==> src/rtl/uart_tx_arbiter_if.sv <==
// Handshake bundle between the byte producers, the arbiter and the uart_tx serializer.
// Latency: none (wires only).
// Backpressure: req_ready is a one-cycle accept strobe. tx_busy from the serializer stalls further sends.
//
// Signals:
//   req_valid[N_REQ]   per-requester byte available
//   req_data[8*N_REQ]  requester i byte at [8i+7:8i]
//   req_last[N_REQ]    byte ends a line/message
//   req_ready[N_REQ]   one-cycle accept strobe back to the requester
//   tx_data[8]         byte to uart_tx.data_in
//   tx_send            one-cycle send pulse to uart_tx.send
//   tx_busy            uart_tx.busy
// Modports:
//   master  producers plus serializer (environment side)
//   slave   the arbiter
interface uart_tx_arbiter_if #(
  parameter int N_REQ = 2
);
  logic [N_REQ-1:0]   req_valid;
  logic [8*N_REQ-1:0] req_data;
  logic [N_REQ-1:0]   req_last;
  logic [N_REQ-1:0]   req_ready;
  logic [7:0]         tx_data;
  logic               tx_send;
  logic               tx_busy;

  modport master (
    output req_valid, req_data, req_last, tx_busy,
    input  req_ready, tx_data, tx_send
  );

  modport slave (
    input  req_valid, req_data, req_last, tx_busy,
    output req_ready, tx_data, tx_send
  );
endinterface

==> src/rtl/uart_tx_arbiter.sv <==
// Round-robin arbiter that shares one uart_tx serializer between N_REQ byte producers.
// Latency: accept in cycle T, tx_send in T+1, next accept the cycle after busy is seen low again.
// Backpressure: one byte per grant; no req_ready while a frame is in flight or while tx_busy is high.
//
// Ports:
//   clk, rst_n   clock and asynchronous active-low reset
//   bus          uart_tx_arbiter_if.slave (requests in, tx_data/tx_send out, tx_busy in)
//   grant_id     index of the last granted requester
//   active       high from accept until the frame (and any EOL bytes) completes
//   sent_count   completed frames, wraps at 16 bits
// Optional feature: define UART_TX_ARBITER_EOL_EN to follow any byte flagged req_last with CR, LF.
module uart_tx_arbiter #(
  parameter int N_REQ        = 2,
  parameter int BUSY_TIMEOUT = 4
) (
  input  logic             clk,
  input  logic             rst_n,
  uart_tx_arbiter_if.slave bus,
  output logic [1:0]       grant_id,
  output logic             active,
  output logic [15:0]      sent_count
);

  localparam int TW = (BUSY_TIMEOUT < 2) ? 1 : $clog2(BUSY_TIMEOUT);
  localparam logic [TW-1:0] TO_LAST = TW'(BUSY_TIMEOUT - 1);

`ifdef UART_TX_ARBITER_EOL_EN
  typedef enum logic [2:0] {IDLE, SEND, WAIT_BUSY, WAIT_DONE, EOL_CR, EOL_LF} state_t;
  // Which byte of the current grant is on the wire.
  typedef enum logic [1:0] {STG_DATA, STG_CR, STG_LF} stage_t;
  stage_t stage_q;
  logic   last_q;
`else
  typedef enum logic [1:0] {IDLE, SEND, WAIT_BUSY, WAIT_DONE} state_t;
`endif

  state_t            state_q, state_d;
  logic [1:0]        last_grant;
  logic [7:0]        tx_data_q;
  logic [TW-1:0]     to_cnt;
  // Low during the first cycle after reset release so req_ready stays 0 while rst_n is low.
  logic              arb_en;

  logic              found;
  logic [1:0]        winner;
  logic [7:0]        sel_data;
  logic              sel_last;
  logic              accept;
  logic              send;
  logic              frame_done;
  logic [N_REQ-1:0]  rdy;

  // Round-robin pick: first valid index above last_grant, else first valid from 0.
  always_comb begin
    found    = 1'b0;
    winner   = '0;
    sel_data = '0;
    sel_last = 1'b0;
    for (int i = 0; i < N_REQ; i++) begin
      if (!found && bus.req_valid[i] && (i > int'(last_grant))) begin
        found  = 1'b1;
        winner = 2'(i);
      end
    end
    for (int i = 0; i < N_REQ; i++) begin
      if (!found && bus.req_valid[i]) begin
        found  = 1'b1;
        winner = 2'(i);
      end
    end
    for (int i = 0; i < N_REQ; i++) begin
      if (int'(winner) == i) begin
        sel_data = bus.req_data[8*i +: 8];
        sel_last = bus.req_last[i];
      end
    end
  end

  always_ff @(posedge clk or negedge rst_n) begin
    if (!rst_n) state_q <= IDLE;
    else        state_q <= state_d;
  end

  always_comb begin
    state_d    = state_q;
    accept     = 1'b0;
    send       = 1'b0;
    frame_done = 1'b0;
    case (state_q)
      IDLE: begin
        if (arb_en && !bus.tx_busy && found) begin
          accept  = 1'b1;
          state_d = SEND;
        end
      end
      SEND: begin
        send    = 1'b1;
        state_d = WAIT_BUSY;
      end
      WAIT_BUSY: begin
        // A send the serializer never saw is simply re-pulsed with the same byte.
        if (bus.tx_busy)           state_d = WAIT_DONE;
        else if (to_cnt == TO_LAST) state_d = SEND;
      end
      WAIT_DONE: begin
        if (!bus.tx_busy) begin
          frame_done = 1'b1;
          state_d    = IDLE;
`ifdef UART_TX_ARBITER_EOL_EN
          if (stage_q == STG_DATA && last_q) state_d = EOL_CR;
          else if (stage_q == STG_CR)        state_d = EOL_LF;
`endif
        end
      end
`ifdef UART_TX_ARBITER_EOL_EN
      EOL_CR:  state_d = SEND;
      EOL_LF:  state_d = SEND;
`endif
      default: state_d = IDLE;
    endcase
  end

  always_comb begin
    rdy = '0;
    for (int i = 0; i < N_REQ; i++) begin
      rdy[i] = accept && (int'(winner) == i);
    end
  end

  always_ff @(posedge clk or negedge rst_n) begin
    if (!rst_n) begin
      arb_en     <= 1'b0;
      last_grant <= 2'(N_REQ - 1);
      grant_id   <= '0;
      tx_data_q  <= '0;
      active     <= 1'b0;
      sent_count <= '0;
      to_cnt     <= '0;
`ifdef UART_TX_ARBITER_EOL_EN
      stage_q    <= STG_DATA;
      last_q     <= 1'b0;
`endif
    end else begin
      arb_en <= 1'b1;
      if (accept) begin
        tx_data_q  <= sel_data;
        grant_id   <= winner;
        last_grant <= winner;
        active     <= 1'b1;
`ifdef UART_TX_ARBITER_EOL_EN
        last_q     <= sel_last;
        stage_q    <= STG_DATA;
`endif
      end
      if (state_q == SEND) begin
        to_cnt <= '0;
      end else if (state_q == WAIT_BUSY && state_d == WAIT_BUSY) begin
        to_cnt <= to_cnt + 1'b1;
      end
      if (frame_done) begin
        sent_count <= sent_count + 16'd1;
        if (state_d == IDLE) active <= 1'b0;
      end
`ifdef UART_TX_ARBITER_EOL_EN
      if (state_q == EOL_CR) begin
        tx_data_q <= 8'h0D;
        stage_q   <= STG_CR;
      end
      if (state_q == EOL_LF) begin
        tx_data_q <= 8'h0A;
        stage_q   <= STG_LF;
      end
`endif
    end
  end

`ifndef UART_TX_ARBITER_EOL_EN
  logic unused_last;
  assign unused_last = sel_last;
`endif

  assign bus.req_ready = rdy;
  assign bus.tx_send   = send;
  assign bus.tx_data   = tx_data_q;

endmodule

==> src/flat_wrapper.sv <==
// flat-port wrapper written by rule: the top's interface ports become plain ports
module uart_tx_arbiter_flat 
#(
  parameter int N_REQ        = 2,
  parameter int BUSY_TIMEOUT = 4
)
  (clk, rst_n, grant_id, active, sent_count, bus_req_valid, bus_req_data, bus_req_last, bus_tx_busy, bus_req_ready, bus_tx_data, bus_tx_send);
  uart_tx_arbiter_if #(.N_REQ(N_REQ)) bus_i ();
  input  logic clk;
  input  logic rst_n;
  output logic [1:0] grant_id;
  output logic active;
  output logic [15:0] sent_count;
  input wire logic [$bits(bus_i.req_valid)-1:0] bus_req_valid;
  input wire logic [$bits(bus_i.req_data)-1:0] bus_req_data;
  input wire logic [$bits(bus_i.req_last)-1:0] bus_req_last;
  input wire logic [$bits(bus_i.tx_busy)-1:0] bus_tx_busy;
  output wire logic [$bits(bus_i.req_ready)-1:0] bus_req_ready;
  output wire logic [$bits(bus_i.tx_data)-1:0] bus_tx_data;
  output wire logic [$bits(bus_i.tx_send)-1:0] bus_tx_send;
  assign bus_i.req_valid = bus_req_valid;
  assign bus_i.req_data = bus_req_data;
  assign bus_i.req_last = bus_req_last;
  assign bus_i.tx_busy = bus_tx_busy;
  assign bus_req_ready = bus_i.req_ready;
  assign bus_tx_data = bus_i.tx_data;
  assign bus_tx_send = bus_i.tx_send;
  uart_tx_arbiter #(.N_REQ(N_REQ), .BUSY_TIMEOUT(BUSY_TIMEOUT)) u_core (.clk(clk), .rst_n(rst_n), .bus(bus_i), .grant_id(grant_id), .active(active), .sent_count(sent_count));
endmodule
==> config.mk <==
export PLATFORM = sky130hd
export DESIGN_NAME = uart_tx_arbiter_flat
export DESIGN_NICKNAME = d
export VERILOG_FILES = /design/src/rtl/uart_tx_arbiter_if.sv /design/src/rtl/uart_tx_arbiter.sv /design/src/flat_wrapper.sv
export SDC_FILE = /design/constraint.sdc
export NUM_CORES = 1
export LEC_CHECK = 0
export CAP_MARGIN = 0
export CORE_MARGIN = 2
export CORE_UTILIZATION = 44
export CTS_CLUSTER_SIZE = 16
export DETAILED_ROUTE_END_ITERATION = 10
export HOLD_SLACK_MARGIN = 0.05
export PLACE_DENSITY = 0.9
export SYNTH_ARGS = -nofsm -noshare
export SYNTH_HDL_FRONTEND = slang
export SYNTH_SLANG_ARGS = --single-unit
==> constraint.sdc <==
create_clock -name clk -period 1.9 [get_ports clk]
set_input_delay 0.38 -clock clk [delete_from_list [all_inputs] [get_ports clk]]
set_output_delay 0.38 -clock clk [all_outputs]
set_load 0.02 [all_outputs]
==> impl_metrics.prom, run 1 <==
# TYPE chip_impl_metric gauge
chip_impl_info{name="run_status",value="finished, final reports clean"} 1
chip_impl_metric{name="clkLatencyLatePin",unit="ns"} 0.33
chip_impl_metric{name="global_route.overflow_total",unit=""} 0
chip_impl_info{name="rsz0062_at_grt",value="true"} 1
chip_impl_metric{name="fin_nets",unit=""} 217
chip_impl_metric{name="track_usage",unit="%"} 20.3
chip_impl_metric{name="grt_start_max_net_pins",unit=""} 33
chip_impl_metric{name="detail-route-antenna-nets",unit=""} 0
chip_impl_info{name="timing.critical_path.to_type",value="primary output"} 1
chip_impl_info{name="combinational_family_with_the_most_area_after_synthesis",value="simple AND/OR/NAND/NOR gates"} 1
chip_impl_metric{name="layout.filler_cells",unit=""} 260
chip_impl_metric{name="cts_made_buffers",unit=""} 5
chip_impl_metric{name="post_synth_xor_area_fraction",unit="%"} 8.85
chip_impl_metric{name="worst_path_clk_slew",unit="ns"} 0.10
chip_impl_metric{name="initialDrtViolationCount",unit=""} 91
chip_impl_info{name="yosysMostFrequentCell",value="dfrtp_1"} 1
chip_impl_metric{name="mappedNetlistNets",unit=""} 155
chip_impl_metric{name="detailroute.via_count",unit=""} 1203
chip_impl_metric{name="swShare",unit="%"} 35.9
chip_impl_metric{name="power.share.combinational",unit="%"} 42.1
chip_impl_metric{name="irDropWorstVdd",unit="mV"} 0.606
chip_impl_metric{name="synth_simple_gate_area_share",unit="%"} 16.6
chip_impl_metric{name="drc",unit=""} 0
chip_impl_metric{name="layout_worst_path_cycle_share",unit="%"} 99.3
chip_impl_metric{name="first_pass_grt_wire_length",unit="microns"} 5440
chip_impl_metric{name="multiplexer_share_of_the_synthesized_area",unit="%"} 0.759
chip_impl_metric{name="drt_wl_total",unit="microns"} 3470
chip_impl_metric{name="critical_path.max_fanout",unit=""} 2
chip_impl_metric{name="clkSinkCount",unit=""} 32
chip_impl_metric{name="dpl.hpwl",unit="microns"} 2650
chip_impl_info{name="timing.setup.critical_path_class",value="reg2out"} 1
chip_impl_metric{name="drive_gt1_share",unit="%"} 18.1
chip_impl_metric{name="critPathRequiredTime",unit="ns"} 1.52
chip_impl_metric{name="dieArea",unit="sq mm"} 0.00385
chip_impl_info{name="worst_setup_path_start_kind",value="register"} 1
chip_impl_metric{name="chipWidth",unit="microns"} 62.1
chip_impl_metric{name="design_area",unit="sq mm"} 0.00213
chip_impl_metric{name="ctsHoldBuffers",unit=""} 0
chip_impl_metric{name="ctsLongestPathBuffers",unit=""} 2
chip_impl_metric{name="fp.dieH",unit="microns"} 62.1
chip_impl_metric{name="worst_clk_skew",unit="ns"} 0.00803
chip_impl_metric{name="total_area_of_sequential_cells",unit="sq um"} 802
chip_impl_metric{name="count_of_mapped_cells_out_of_synthesis",unit=""} 130
chip_impl_metric{name="avgRoutedWirePerCell",unit="microns"} 14.5
chip_impl_info{name="tritoncts",value="built"} 1
chip_impl_metric{name="ys_types",unit=""} 33
chip_impl_metric{name="synth-edff-count",unit=""} 0
chip_impl_metric{name="pwr-share-seq",unit="%"} 41.4
chip_impl_metric{name="areaGrowthSynthToFinish",unit="%"} 43.8
chip_impl_metric{name="ios",unit=""} 53
chip_impl_metric{name="synth-compound-area-share",unit="%"} 10.8
chip_impl_metric{name="p_leak",unit="nW"} 1.05
chip_impl_metric{name="critical_path_arrival",unit="ns"} 1.51
chip_impl_metric{name="number_of_global_route_vias_before_repair",unit=""} 1209
chip_impl_metric{name="clock_tree.htree_level_count",unit=""} 2
chip_impl_metric{name="dpl-instance-area",unit="sq mm"} 0.00206
chip_impl_metric{name="finalHoldViolations",unit=""} 0
chip_impl_metric{name="core_region_area",unit="sq mm"} 0.00328
chip_impl_metric{name="seq_area_frac_synth",unit="%"} 54.0
chip_impl_metric{name="synth_area",unit="sq mm"} 0.00148
chip_impl_metric{name="synth_adder_area_share",unit="%"} 1.69
chip_impl_metric{name="initial_utilization",unit="%"} 45.2
chip_impl_metric{name="async_sr_flop_fraction",unit="%"} 100
chip_impl_info{name="synth.cells.most_frequent",value="dfrtp_1, inv_1, nand2_1"} 1
chip_impl_metric{name="final_period_demand_of_the_worst_path",unit="ns"} 1.89
chip_impl_metric{name="timing.max_cap.violations",unit=""} 0
chip_impl_metric{name="syn_avg_cell_area",unit="sq um"} 11.4
chip_impl_metric{name="power.density_cell_area",unit="mW/mm^2"} 1190
chip_impl_metric{name="antenna_found_initial",unit=""} 0
chip_impl_metric{name="antenna_cells_inserted",unit=""} 0
chip_impl_info{name="post-synth-top-area-cell",value="dfrtp_1"} 1
chip_impl_metric{name="drt_pass1_iterations",unit=""} 4
chip_impl_info{name="synth-main-ff-cell",value="dfrtp_1"} 1
chip_impl_metric{name="power.net_switching",unit="W"} 0.000912
chip_impl_metric{name="total_power",unit="W"} 0.00254
chip_impl_metric{name="part_of_the_power_in_the_clock_network",unit="%"} 16.4
chip_impl_metric{name="p_int",unit="W"} 0.00163
chip_impl_metric{name="ys_warn_count",unit=""} 0
chip_impl_metric{name="gpl.final_weighted_congestion",unit=""} 0.798
chip_impl_metric{name="max_clock_freq",unit="MHz"} 530
chip_impl_metric{name="yosys_register_bits",unit=""} 32
chip_impl_metric{name="multi_input_area",unit="sq um"} 586
chip_impl_info{name="cts_root_buffer",value="clkbuf_4"} 1
chip_impl_metric{name="drt-vias-per-instance",unit=""} 5.03
chip_impl_info{name="netlist_top_cells_area",value="dfrtp_1, a222oi_1, xor2_1"} 1
chip_impl_metric{name="io_buffers",unit=""} 49
chip_impl_metric{name="row_count",unit=""} 21
chip_impl_metric{name="finalSetupViolCount",unit=""} 0
chip_impl_metric{name="final_max_slew_viol_count",unit=""} 0
chip_impl_info{name="holdCritPathClass",value="in2async"} 1
chip_impl_metric{name="synthDominantCellAreaShare",unit="%"} 52.3
chip_impl_metric{name="utilization",unit="%"} 65.0
[path summary, 6_finish.rpt]
check | start | to | slack, ns | cells past startpoint
min reg2reg | u_core.sent_count[15] | u_core.sent_count[15] | 0.50 | 1
max in group asynchronous | rst_n | u_core.last_grant[0] | 1.15 | 2
min in group clk | u_core.sent_count[15] | u_core.sent_count[15] | 0.50 | 1
min | rst_n | u_core.bus.tx_data[5] | 0.42 | 2
max reg2reg | u_core.state_q[1] | u_core.bus.tx_data[5] | 0.12 | 7
max | u_core.state_q[1] | bus_req_ready[1] | 0.01 | 4
[area by class of cell]
type	instances	share of cell area, %
multi-input combinational	79	27.4
clock inverter	2	0.469
clock buffer	6	2.40
inverter	13	2.29
tap	46	2.70
timing repair buffer	61	27.1
sequential	32	37.6
[metal layers]
| metal | part of all wire (%) | GRT usage (%) | vias up |
|---|---|---|---|
| met2 | 52 | 35.9 | 42 |
| met1 | 41 | 23.3 | 581 |
| li1 | - | - | 574 |
| met3 | 5.8 | 7.45 | 6 |
| met4 | 1.2 | 4.56 | 0 |
| met5 | 0 | 0 | - |
[registers in the layout, summed over array words and instances (netlist names)]
signal	count
u_core.grant_id	1
u_core.state_q	2
u_core.last_grant	1
u_core.arb_en	1
u_core.bus.tx_data	8
u_core.sent_count	16
u_core.active	1
u_core.to_cnt	2
[what timing repair did]
action                                  in CTS  in global routing
endpoints found under the setup margin       3                  4
resized for setup                           13                  2
buffers inserted                             2                  0
pin swaps                                    1                  1
[logic make-up (layout without fill, tap and decap cells)]
group                    after synthesis  in the layout
AO/OA/AOI/OAI                         20             20
XOR/XNOR                              15             15
adder cells (fa/ha/maj)                2              2
buffers and inverters                 19             82
flip-flops                            32             32
multiplexers                           1              1
other                                  2              2
AND/OR/NAND/NOR                       39             39
[cells in the final DEF, fill, tap and decap left out, types with 3 or more instances in the layout]
cell type        instances
xnor2_1                  7
o21ai_0                  4
nand2_1                  9
xor2_1                   8
nor2_1                   8
nand3_1                  3
buf_4                   12
inv_1                   13
clkbuf_4                 5
dfrtp_1                 31
clkdlybuf4s50_1         44
nor3_1                   3
a222oi_1                 8
[power by group through the flow]
stage | Combinational (W) | Sequential, W | Clock [W]
floorplan | 0.000417 | 0.00122 | 0
finish | 0.00107 | 0.00105 | 0.000418
CTS | 0.00108 | 0.00105 | 0.000419
global placement | 0.00103 | 0.00105 | 0
global route | 0.00117 | 0.00108 | 0.000456
detailed placement | 0.00107 | 0.00106 | 0
[worst max-delay path, stage by stage, from the launching register on]
cell and delay [ns]:
dfrtp_1 0.42, nor4b_4 0.30, buf_4 0.15, and3_4 0.18
buf_6 0.11
[per-stage QoR]
stage | worst slack (ns) | instances | setup TNS, ns | hold WS, ns
after floorplan | 0.264 | 130 | 0 | 0.0844
after global placement | -0.423 | 229 | -1.14 | 0.458
after detailed placement | -0.453 | 229 | -2.01 | 0.479
after CTS | -0.00750 | 239 | -0.00750 | 0.427
after global routing | -0.0500 | 239 | -0.0500 | 0.449
final | 0.0139 | 239 | 0 | 0.424
No activity file was read; power rests on OpenSTA's default activity.
==> run 2, diff against run 1 <==
--- a/config.mk
+++ b/config.mk
@@ -5,7 +5,7 @@
 export SDC_FILE = /design/constraint.sdc
 export NUM_CORES = 1
 export LEC_CHECK = 0
-export CAP_MARGIN = 0
+export CAP_MARGIN = 40
 export CORE_MARGIN = 2
 export CORE_UTILIZATION = 44
 export CTS_CLUSTER_SIZE = 16
==> results of run 2 <==
Final layout, timing and power as in run 1 (identical DEF).
